**src/rtl/pre_decode.sv**
```systemverilog
// pre_decode: registered 1-to-4 priority demultiplexer. Each accepted beat lands in a
// one-entry output buffer chosen by in_sel; per-channel drain counters and an out-of-range counter.
module pre_decode #(
    parameter int W = 4
) (
    input  logic           clk,
    input  logic           rst,
    input  logic           in_valid,
    output logic           in_ready,
    input  logic [W-1:0]   in_data,
    input  logic [3:0]     in_sel,
    output logic [3:0]     out_valid,
    input  logic [3:0]     out_ready,
    output logic [4*W-1:0] out_data,
    output logic [31:0]    beat_cnt,
    output logic [7:0]     oor_cnt
);

    function automatic logic [1:0] decode_sel(input logic [3:0] sel);
        logic [1:0] t;
        case (sel)
            4'd0:    t = 2'd0;
            4'd1:    t = 2'd1;
            4'd2:    t = 2'd2;
            default: t = 2'd3;
        endcase
        return t;
    endfunction

    logic [1:0]     target_s;
    logic           ready_s;
    logic           accept_s;
    logic           oor_s;
    logic [3:0]     drain_s;
    logic [3:0]     load_s;
    logic [3:0]     out_valid_r;
    logic [4*W-1:0] out_data_r;
    logic [31:0]    beat_cnt_r;
    logic [7:0]     oor_cnt_r;

    // Target decode and handshake; only the target channel can stall the input
    always_comb begin
        target_s = decode_sel(in_sel);
        ready_s  = ~rst & (~out_valid_r[target_s] | out_ready[target_s]);
        accept_s = in_valid & ready_s;
        oor_s    = accept_s & (in_sel >= 4'd4);
        drain_s  = out_valid_r & out_ready;
        load_s   = accept_s ? (4'b0001 << target_s) : 4'b0000;
    end

    // Channel buffers and drain counters; a load wins over a drain so drain+accept refills
    always_ff @(posedge clk or posedge rst) begin
        if (rst) begin
            out_valid_r <= 4'b0000;
            out_data_r  <= {(4*W){1'b0}};
            beat_cnt_r  <= 32'd0;
        end else begin
            for (int k = 0; k < 4; k++) begin
                if (load_s[k]) begin
                    out_valid_r[k]       <= 1'b1;
                    out_data_r[k*W +: W] <= in_data;
                end else if (drain_s[k]) begin
                    out_valid_r[k] <= 1'b0;
                end else begin
                    out_valid_r[k] <= out_valid_r[k];
                end
                if (drain_s[k]) begin
                    beat_cnt_r[k*8 +: 8] <= beat_cnt_r[k*8 +: 8] + 8'd1;
                end else begin
                    beat_cnt_r[k*8 +: 8] <= beat_cnt_r[k*8 +: 8];
                end
            end
        end
    end

    // Saturating count of accepted beats whose select was above 3
    always_ff @(posedge clk or posedge rst) begin
        if (rst) begin
            oor_cnt_r <= 8'd0;
        end else if (oor_s && (oor_cnt_r != 8'hFF)) begin
            oor_cnt_r <= oor_cnt_r + 8'd1;
        end else begin
            oor_cnt_r <= oor_cnt_r;
        end
    end

    assign in_ready  = ready_s;
    assign out_valid = out_valid_r;
    assign out_data  = out_data_r;
    assign beat_cnt  = beat_cnt_r;
    assign oor_cnt   = oor_cnt_r;

endmodule

```
**config.mk**
```make
export PLATFORM = sky130hd
export DESIGN_NAME = pre_decode
export DESIGN_NICKNAME = d
export VERILOG_FILES = /design/src/rtl/pre_decode.sv
export SDC_FILE = /design/constraint.sdc
export NUM_CORES = 1
export LEC_CHECK = 0
export BUFFER_PORTS_ARGS = -buffer_cell sky130_fd_sc_hd__buf_4
export CORE_MARGIN = 3
export CORE_UTILIZATION = 29
export DETAILED_ROUTE_END_ITERATION = 10
export HOLD_SLACK_MARGIN = 0.15
export PLACE_DENSITY = 0.57
export SYNTH_ARGS = -nofsm -noshare
export SYNTH_HDL_FRONTEND = slang
export SYNTH_SLANG_ARGS = --single-unit
```
**constraint.sdc**
```tcl
create_clock -name clk -period 1.91 [get_ports clk]
set_input_delay 0.2865 -clock clk [delete_from_list [all_inputs] [get_ports clk]]
set_output_delay 0.2865 -clock clk [all_outputs]
set_load 0.005 [all_outputs]
```
==> flow_summary.json, run 1 <==
{
  "path_class": "in2reg",
  "hold_viol": 0,
  "async_flop_share_pct": 100,
  "finClkSkew_ns": 0.00707,
  "fin_nets": 323,
  "synth_top_area_cell": "dfrtp_1",
  "peakVddDrop_v": 0.000475,
  "die_height_um": 102,
  "endpoint_kind": "register",
  "synth_top_family_by_area": "simple AND/OR/NAND/NOR gates",
  "tritoncts": "built",
  "antenna_cells": 0,
  "reg2regPathDepth": 5,
  "clk_latency_ns": 0.33,
  "clockRootBuffer": "clkbuf_8",
  "antenna_found_initial": 0,
  "avgSynthCellArea_sq_um": 12.5,
  "crit_fanout": 4,
  "num_vias": 1892,
  "h-tree-depth": 3,
  "ys_seq_area_share_pct": 56.5,
  "powerDensity_mw_per_mm2": 1040,
  "arrival_ns": 2.06,
  "rows": 34,
  "min_delay_path_depth": 2,
  "start_kind": "primary input",
  "tightest_slew_ns": 0.427,
  "ys_warn_count": 0,
  "core_sq_mm": 0.00881,
  "io_pins": 76,
  "drive_gt1_share_pct": 41.6,
  "via_per_inst": 4.55,
  "worst_hold_path_type": "in2reg",
  "fin_tns_setup_ns": 0,
  "synth_cells": 212,
  "synth_edf_count": 0,
  "synth_flop_cell": "dfrtp_1",
  "final_cell_mix": "79 x buf_4, 59 x dfrtp_1, 22 x mux2_2, 21 x xnor2_1, 20 x nand3_1",
  "die_w_um": 102,
  "setup_viol": 0,
  "maxCapViolCount": 0,
  "wl_per_cell_um": 13.8,
  "synth-xor-area-share_pct": 9.56,
  "power_mw": 3.74,
  "grt_pass1_wl_um": 9640,
  "clockBufferDepth": 2,
  "required_ns": 2.12,
  "r2r_slack_ns": 0.27,
  "drt_iter0_drc": 29,
  "status": "finished, final reports clean",
  "area_delta_synth_final_pct": 34.8,
  "die_area_sq_mm": 0.0103,
  "synth_top_area_share_pct": 56.5,
  "synth-seq-cells": 60,
  "cts.sinks": 60,
  "syn_area_sq_mm": 0.00266,
  "rsz0062_at_grt": "false",
  "grt_overflow": 0,
  "drt_wl_total_um": 5760,
  "ant_nets": 0,
  "post_cts_buffers": 0,
  "total_leakage_power_nw": 1.73,
  "dp_hpwl_um": 4320,
  "synth-simple-area-share_pct": 18.2,
  "period_minus_slack_ns": 1.85,
  "grt_start_max_net_pins": 35,
  "timing.hold.ws_ns": 0.200,
  "r2r-start": "oor_cnt[0]",
  "slew_violations": 0,
  "synth_fa_ha_area_share_pct": 2.36,
  "synth_compound_area_share_pct": 2.36,
  "whs_endpoint": "out_valid[0]",
  "max_freq_ghz": 0.540,
  "final_common_cell": "buf_4",
  "initial_utilization_pct": 30.2,
  "r2r-end": "oor_cnt[4]",
  "gp_congestion": 0.776,
  "post-route-period-util_pct": 96.9,
  "synth.distinct_cells": 36,
  "drcViolationCount": 0,
  "ys_top_cells_by_area": "dfrtp_1 57%, mux2_2 9.3%, xnor2_1 6.9%",
  "track_usage_pct": 12.1,
  "slew_headroom_pct": 71.6,
  "clkTransAtPathRegs_ns": 0.07,
  "hold_start": "in_sel[1]",
  "cts_made_buffers": 9,
  "io_buffers": 75,
  "synth_mux_area_share_pct": 10.3,
  "drtPass1Iterations": 4,
  "syn-num-nets": 232,
  "grt_pass1_vias": 1897
}
-- synth_stat cells, types with 2 or more instances --
library cell / count
a31oi_1: 3
nor4_4: 3
nand4_1: 5
xnor2_1: 21
nor2b_1: 4
nand2_1: 19
xor2_1: 8
mux2_2: 22
nand2b_1: 3
nand3_1: 20
nor3_1: 2
nor2_1: 7
dfrtp_1: 60
ha_1: 5
inv_1: 5
and3_1: 5
-- how the worst max path moves through the flow --
| stage | slack [ns] | to | cells past startpoint | start |
|---|---|---|---|---|
| final | 0.06 | out_data[2] | 6 | rst |
| after global routing | 0.005 | out_data[2] | 6 | rst |
| after CTS | 0.06 | in_ready | 4 | out_valid[0] |
| after detailed placement | 0.26 | out_data[0] | 5 | in_sel[0] |
| after global placement | 0.28 | out_data[0] | 5 | in_sel[0] |
| after floorplan | 0.14 | beat_cnt[0] | 1 | rst |
-- power by group --
part / internal (mW) / leakage, nW / switching (mW)
Combinational: 0.554 / 0.857 / 0.332
Clock: 0.596 / 0.0931 / 0.480
Sequential: 1.51 / 0.781 / 0.262
Total: 2.66 / 1.73 / 1.07
-- per-layer routing --
metal  vias up  wire, um  global-route usage (%)
li1        927         -                       -
met2        50      2640                    18.2
met5         -         0                       0
met3         6       368                    5.44
met1       909      2710                    15.9
met4         0        48                    3.37
-- cells by family after synthesis --
logic type,count (synthesis)
DFF,60
muxes,24
buffers and inverters,5
and+or+nand+nor,80
adders and majority gates,5
xor gates and xnor gates,29
AOI/OAI and AO/OA,9
-- metrics by stage --
step,utilization (%),worst slack [ns],instances,area (sq um)
floorplan,-,0.139,212,2660
global placement,38.4,0.282,399,3380
detailed placement,38.4,0.261,399,3380
CTS,40.6,0.0630,416,3580
global route,40.7,0.00537,416,3580
finish,40.7,0.0591,416,3580
-- layout make-up --
type | instances | area [sq um]
Inverter | 5 | 18.8
Clock buffer | 11 | 131
Sequential cell | 60 | 1500
Clock inverter | 5 | 52.6
Fill cell | 866 | 5230
Multi-Input combinational cell | 147 | 1140
Tap cell | 108 | 135
Timing Repair Buffer | 80 | 603
-- worst max-delay path, stage by stage --
cell and delay [ns]:
dlygate4sd3_1 0.55, buf_4 0.15, nor2b_1 0.22, nand2_1 0.12, nor3_2 0.34, mux2_2 0.38
-- flip-flops by register name (all words and copies together), names as in the netlist --
signal / cells
oor_cnt: 8
beat_cnt: 32
out_data: 16
out_valid: 4
-- repair_timing --
action | 4_1_cts | 5_1_grt
gates resized for setup | 1 | 1
hold endpoints to repair | 60 | 0
endpoints found under the setup margin | 1 | 1
hold buffers | 1 | 0
Power figures use the tool's default switching activity.
==> run 2: changes to the inputs <==
--- a/config.mk
+++ b/config.mk
@@ -7,10 +7,10 @@
 export LEC_CHECK = 0
 export BUFFER_PORTS_ARGS = -buffer_cell sky130_fd_sc_hd__buf_4
 export CORE_MARGIN = 3
-export CORE_UTILIZATION = 29
+export CORE_UTILIZATION = 51
 export DETAILED_ROUTE_END_ITERATION = 10
 export HOLD_SLACK_MARGIN = 0.15
-export PLACE_DENSITY = 0.57
+export PLACE_DENSITY = 0.86
 export SYNTH_ARGS = -nofsm -noshare
 export SYNTH_HDL_FRONTEND = slang
 export SYNTH_SLANG_ARGS = --single-unit
==> flow_summary.json, run 2 (synthesis gave the netlist of run 1 again) <==
{
  "clk_latency_ns": 0.32,
  "worst_path_max_delay_cell": "dlygate4sd3_1",
  "cts_made_buffers": 9,
  "initial_utilization_pct": 54.4,
  "io_buffers": 75,
  "hold_viol": 0,
  "post-route-period-util_pct": 96.0,
  "grt_overflow": 0,
  "clkTransAtPathRegs_ns": 0.06,
  "largest_reg_flops": 32,
  "total_leakage_power_nw": 1.76,
  "fillers": 362,
  "antenna_found_initial": 0,
  "tightest_slew_ns": 0.416,
  "peakVddDrop_v": 0.000617,
  "drt_iter0_drc": 99,
  "period_minus_slack_ns": 1.83,
  "setup_viol": 0,
  "drive_gt1_share_pct": 41.4,
  "finClkSkew_ns": 0.00471,
  "final_cells": 374,
  "grt_start_max_net_pins": 33,
  "antenna_cells": 0,
  "path_class": "in2reg",
  "drt_wl_total_um": 5740,
  "via_per_inst": 5.18,
  "slew_headroom_pct": 72.2,
  "final_cell_mix": "77 x buf_4, 59 x dfrtp_1, 22 x mux2_2, 21 x xnor2_1, 20 x nand3_1",
  "crit_fanout": 4,
  "clockBufferDepth": 2,
  "die_area_sq_mm": 0.00611,
  "place_area_sq_mm": 0.00334,
  "area_delta_synth_final_pct": 35.0,
  "io_pins": 76,
  "wl_per_cell_um": 15.3,
  "core_sq_mm": 0.00488,
  "min_delay_path_depth": 2,
  "ant_nets": 0,
  "status": "finished, final reports clean",
  "rows": 25,
  "post_cts_buffers": 0,
  "required_ns": 2.12,
  "final_common_cell": "buf_4",
  "rsz0062_at_grt": "false",
  "slew_violations": 0,
  "arrival_ns": 2.04,
  "num_vias": 1939,
  "grt_pass1_vias": 1998,
  "dp_hpwl_um": 4180,
  "die_w_um": 78.2,
  "clockRootBuffer": "clkbuf_8",
  "postLayoutCellArea_sq_mm": 0.00359,
  "h-tree-depth": 3,
  "maxCapViolCount": 0,
  "drcViolationCount": 0,
  "max_freq_ghz": 0.545,
  "start_kind": "primary input",
  "powerDensity_mw_per_mm2": 1120,
  "slowest_delay_ns": 0.54,
  "tritoncts": "built",
  "endpoint_kind": "register",
  "grt_pass1_wl_um": 9450,
  "worst_hold_path_type": "in2reg",
  "drtPass1Iterations": 4,
  "fin_nets": 322,
  "dp.cells": 357,
  "reg2regPathDepth": 4,
  "power_mw": 4.02,
  "crit_chain": "dlygate4sd3_1, buf_4, nor2b_1, nand2_1, nor3_4, mux2_2",
  "gp_congestion": 0.858,
  "cts.sinks": 60,
  "track_usage_pct": 20.2,
  "fin_tns_setup_ns": 0,
  "die_height_um": 78.2
}
## run 2: cell types whose count changed in the layout (fill, tap and decap cells not counted)
| cell | before | now |
|---|---|---|
| buf_4 | 79 | 77 |
| bufinv_16 | 1 | 3 |
| buf_12 | 0 | 1 |
| clkinv_2 | 3 | 2 |
| clkinvlp_4 | 1 | 0 |
| nor3_2 | 1 | 0 |
| nor3_4 | 0 | 1 |
| o311ai_0 | 0 | 1 |
| o311ai_1 | 1 | 0 |
## run 2: critical path: cells and delay by family
kind / cells / cell delay, ns
multiplexers: 1 / 0.37
buffers and inverters: 2 / 0.69
AND/OR/NAND/NOR: 3 / 0.70
## run 2: final timing paths
kind                                      to  slack [ns]         start
min in group asynchronous        out_data[4]        0.54           rst
worst min register to register   beat_cnt[7]        0.47   beat_cnt[7]
max in group asynchronous       beat_cnt[12]        0.85           rst
worst max-delay path             out_data[2]        0.08           rst
worst max register to register    oor_cnt[1]        0.27    oor_cnt[2]
worst min-delay path            out_valid[0]        0.22  out_ready[0]
## run 2: final cells by class
class                      count  area, sq um  share of cell area, %
multi-input combinational    147         1140                   31.8
sequential                    60         1500                   41.9
clock buffer                  11          131                   3.66
inverter                       5         18.8                  0.523
tap                           67         83.8                   2.34
clock inverter                 5          100                   2.79
timing repair buffer          79          608                   17.0
## run 2: routing by layer
layer  up-vias  GRT usage (%)  routed length (um)
li1        929              -                   -
met1       928           26.2                2460
met2        80           30.6                2720
met3         2           9.06                 533
met4         0           6.29                  23
met5         -              0                   0
## run 2: where the power goes
part,internal [mW],leakage (nW),switching (mW),total [mW]
clock,0.864,0.117,0.478,1.34
sequential,1.51,0.781,0.264,1.78
combinational,0.558,0.860,0.342,0.900
## run 2: metrics by stage
step                setup slack [ns]  hold slack (ns)  utilization, %
floorplan                      0.139            0.376               -
global placement               0.308            0.324            68.4
detailed placement             0.202            0.328            68.4
CTS                           0.0602            0.197            73.4
global route                  0.0555            0.205            73.5
finish                        0.0766            0.217            73.5
## run 2: timing repair
action / 4_1_cts / 5_1_grt
hold endpoints to repair: 16 / 0
endpoints found under the setup margin: 0 / 5
hold buffers: 1 / 0
resized for setup: 0 / 2
==> run 3: changes to the inputs <==
--- a/config.mk
+++ b/config.mk
@@ -7,10 +7,10 @@
 export LEC_CHECK = 0
 export BUFFER_PORTS_ARGS = -buffer_cell sky130_fd_sc_hd__buf_4
 export CORE_MARGIN = 3
-export CORE_UTILIZATION = 51
+export CORE_UTILIZATION = 30
 export DETAILED_ROUTE_END_ITERATION = 10
 export HOLD_SLACK_MARGIN = 0.15
-export PLACE_DENSITY = 0.86
+export PLACE_DENSITY = 0.58
 export SYNTH_ARGS = -nofsm -noshare
 export SYNTH_HDL_FRONTEND = slang
 export SYNTH_SLANG_ARGS = --single-unit
==> constraint.sdc (replaced) <==
create_clock -name clk -period 2.4 [get_ports clk]
set_input_delay 0.36 -clock clk [delete_from_list [all_inputs] [get_ports clk]]
set_output_delay 0.36 -clock clk [all_outputs]
set_load 0.005 [all_outputs]
==> flow_summary.json, run 3 (synthesis gave the netlist of run 1 again) <==
{
  "status": "finished, final reports clean",
  "fin_nets": 320,
  "wl_per_cell_um": 14.2,
  "die_height_um": 100,
  "fin_util_pct": 42.4,
  "r2r-end": "oor_cnt[4]",
  "tightest_slew_ns": 0.447,
  "initial_utilization_pct": 31.5,
  "drt_iter0_drc": 74,
  "die_w_um": 100,
  "worst_hold_path_type": "in2reg",
  "clockRootBuffer": "clkbuf_8",
  "rows": 33,
  "drtPass1Iterations": 4,
  "start_kind": "primary input",
  "io_buffers": 75,
  "slew_violations": 0,
  "dp_hpwl_um": 4310,
  "antenna_found_initial": 0,
  "arrival_ns": 2.10,
  "drive_gt1_share_pct": 40.6,
  "place_area_sq_mm": 0.00337,
  "core_sq_mm": 0.00842,
  "worst-path-buf-inv": 2,
  "post-route-period-util_pct": 78.4,
  "total_leakage_power_nw": 1.73,
  "critPathCapture": "out_data[3]",
  "maxCapViolCount": 0,
  "slew_headroom_pct": 70.2,
  "crit_fanout": 4,
  "critPathLaunch": "rst",
  "peakVddDrop_v": 0.000408,
  "cts_made_buffers": 9,
  "io_pins": 76,
  "crit_family": "buffers and inverters",
  "grt_pass1_wl_um": 9530,
  "dp.cells": 393,
  "finClkSkew_ns": 0.0110,
  "crit_chain": "dlygate4sd3_1, buf_4, nor2b_1, nand2_1, nor3_2, mux2_2",
  "clkTransAtPathRegs_ns": 0.06,
  "final_cells": 408,
  "via_per_inst": 4.75,
  "antenna_cells": 0,
  "postLayoutCellArea_sq_mm": 0.00357,
  "grt_overflow": 0,
  "cp.depth": 6,
  "path_class": "in2reg",
  "drt_wl_total_um": 5800,
  "setup_viol": 0,
  "r2r_slack_ns": 0.77,
  "largest_reg_flops": 32,
  "tritoncts": "built",
  "final_common_cell": "buf_4",
  "hold_viol": 0,
  "rsz0062_at_grt": "false",
  "die_area_sq_mm": 0.0100,
  "period_minus_slack_ns": 1.88,
  "grt_pass1_vias": 1868,
  "ant_nets": 0,
  "slowest_delay_ns": 0.54,
  "drcViolationCount": 0,
  "clk_latency_ns": 0.33,
  "clockBufferDepth": 2,
  "fin_tns_setup_ns": 0,
  "required_ns": 2.62,
  "gp_congestion": 0.804,
  "cts.sinks": 60,
  "final_cell_mix": "75 x buf_4, 60 x dfrtp_1, 22 x mux2_2, 21 x xnor2_1, 20 x nand3_1",
  "track_usage_pct": 12.3,
  "r2r-start": "oor_cnt[1]",
  "power_mw": 3.02,
  "endpoint_kind": "register",
  "h-tree-depth": 3,
  "max_freq_ghz": 0.532,
  "grt_start_max_net_pins": 43,
  "area_delta_synth_final_pct": 34.4,
  "worst_path_max_delay_cell": "dlygate4sd3_1",
  "reg2regPathDepth": 5,
  "powerDensity_mw_per_mm2": 845,
  "num_vias": 1937
}
## run 3: cell types whose count changed in the layout (fill, tap and decap cells not counted)
cell       previous run  this run
buf_4                77        75
bufinv_16             3         1
clkbuf_1              2         1
clkbuf_8              9        11
clkinv_2              2         1
dfrtp_1              59        60
dfrtp_2               1         0
nor3_2                0         1
nor3_4                1         0
## run 3: timing repair
action	in CTS	in global routing
gates resized for setup	0	0
hold buffers	1	0
buffers inserted	0	0
hold endpoints to repair	18	0
## run 3: cell type report
cell class | instances | area [sq um]
fill | 840 | 4850
sequential | 60 | 1500
multi-input combinational | 147 | 1140
timing repair buffer | 77 | 593
clock buffer | 12 | 155
tap | 105 | 131
clock inverter | 2 | 35.0
inverter | 5 | 18.8
## run 3: worst min path at each step
stage                      start  cells after the start      endpoint  slack (ns)
finish              out_ready[0]                      2  out_valid[0]        0.27
global route        out_ready[0]                      2  out_valid[0]        0.25
CTS                    in_sel[1]                      2  out_valid[0]        0.24
detailed placement           rst                      2  out_valid[3]        0.42
floorplan              in_sel[1]                      1  out_valid[0]        0.45
global placement             rst                      2    oor_cnt[0]        0.42
## run 3: layer usage
metal / vias to the layer above / wire length [um] / GRT usage (%)
met5: - / 0 / 0
met4: 0 / 92 / 4.35
met3: 8 / 465 / 6.05
met2: 54 / 2730 / 19.5
met1: 951 / 2520 / 14.6
li1: 924 / - / -
## run 3: where the power goes
group | total (mW) | switching (mW) | internal [mW]
Clock | 0.895 | 0.372 | 0.524
Combinational | 0.710 | 0.267 | 0.442
Sequential | 1.41 | 0.207 | 1.21
Total | 3.02 | 0.846 | 2.17
## run 3: metrics by stage
stage               worst slack [ns]  hold slack, ns
floorplan                      0.555           0.449
CTS                            0.519           0.242
global placement               0.710           0.420
detailed placement             0.683           0.421
finish                         0.519           0.267
global route                   0.336           0.251
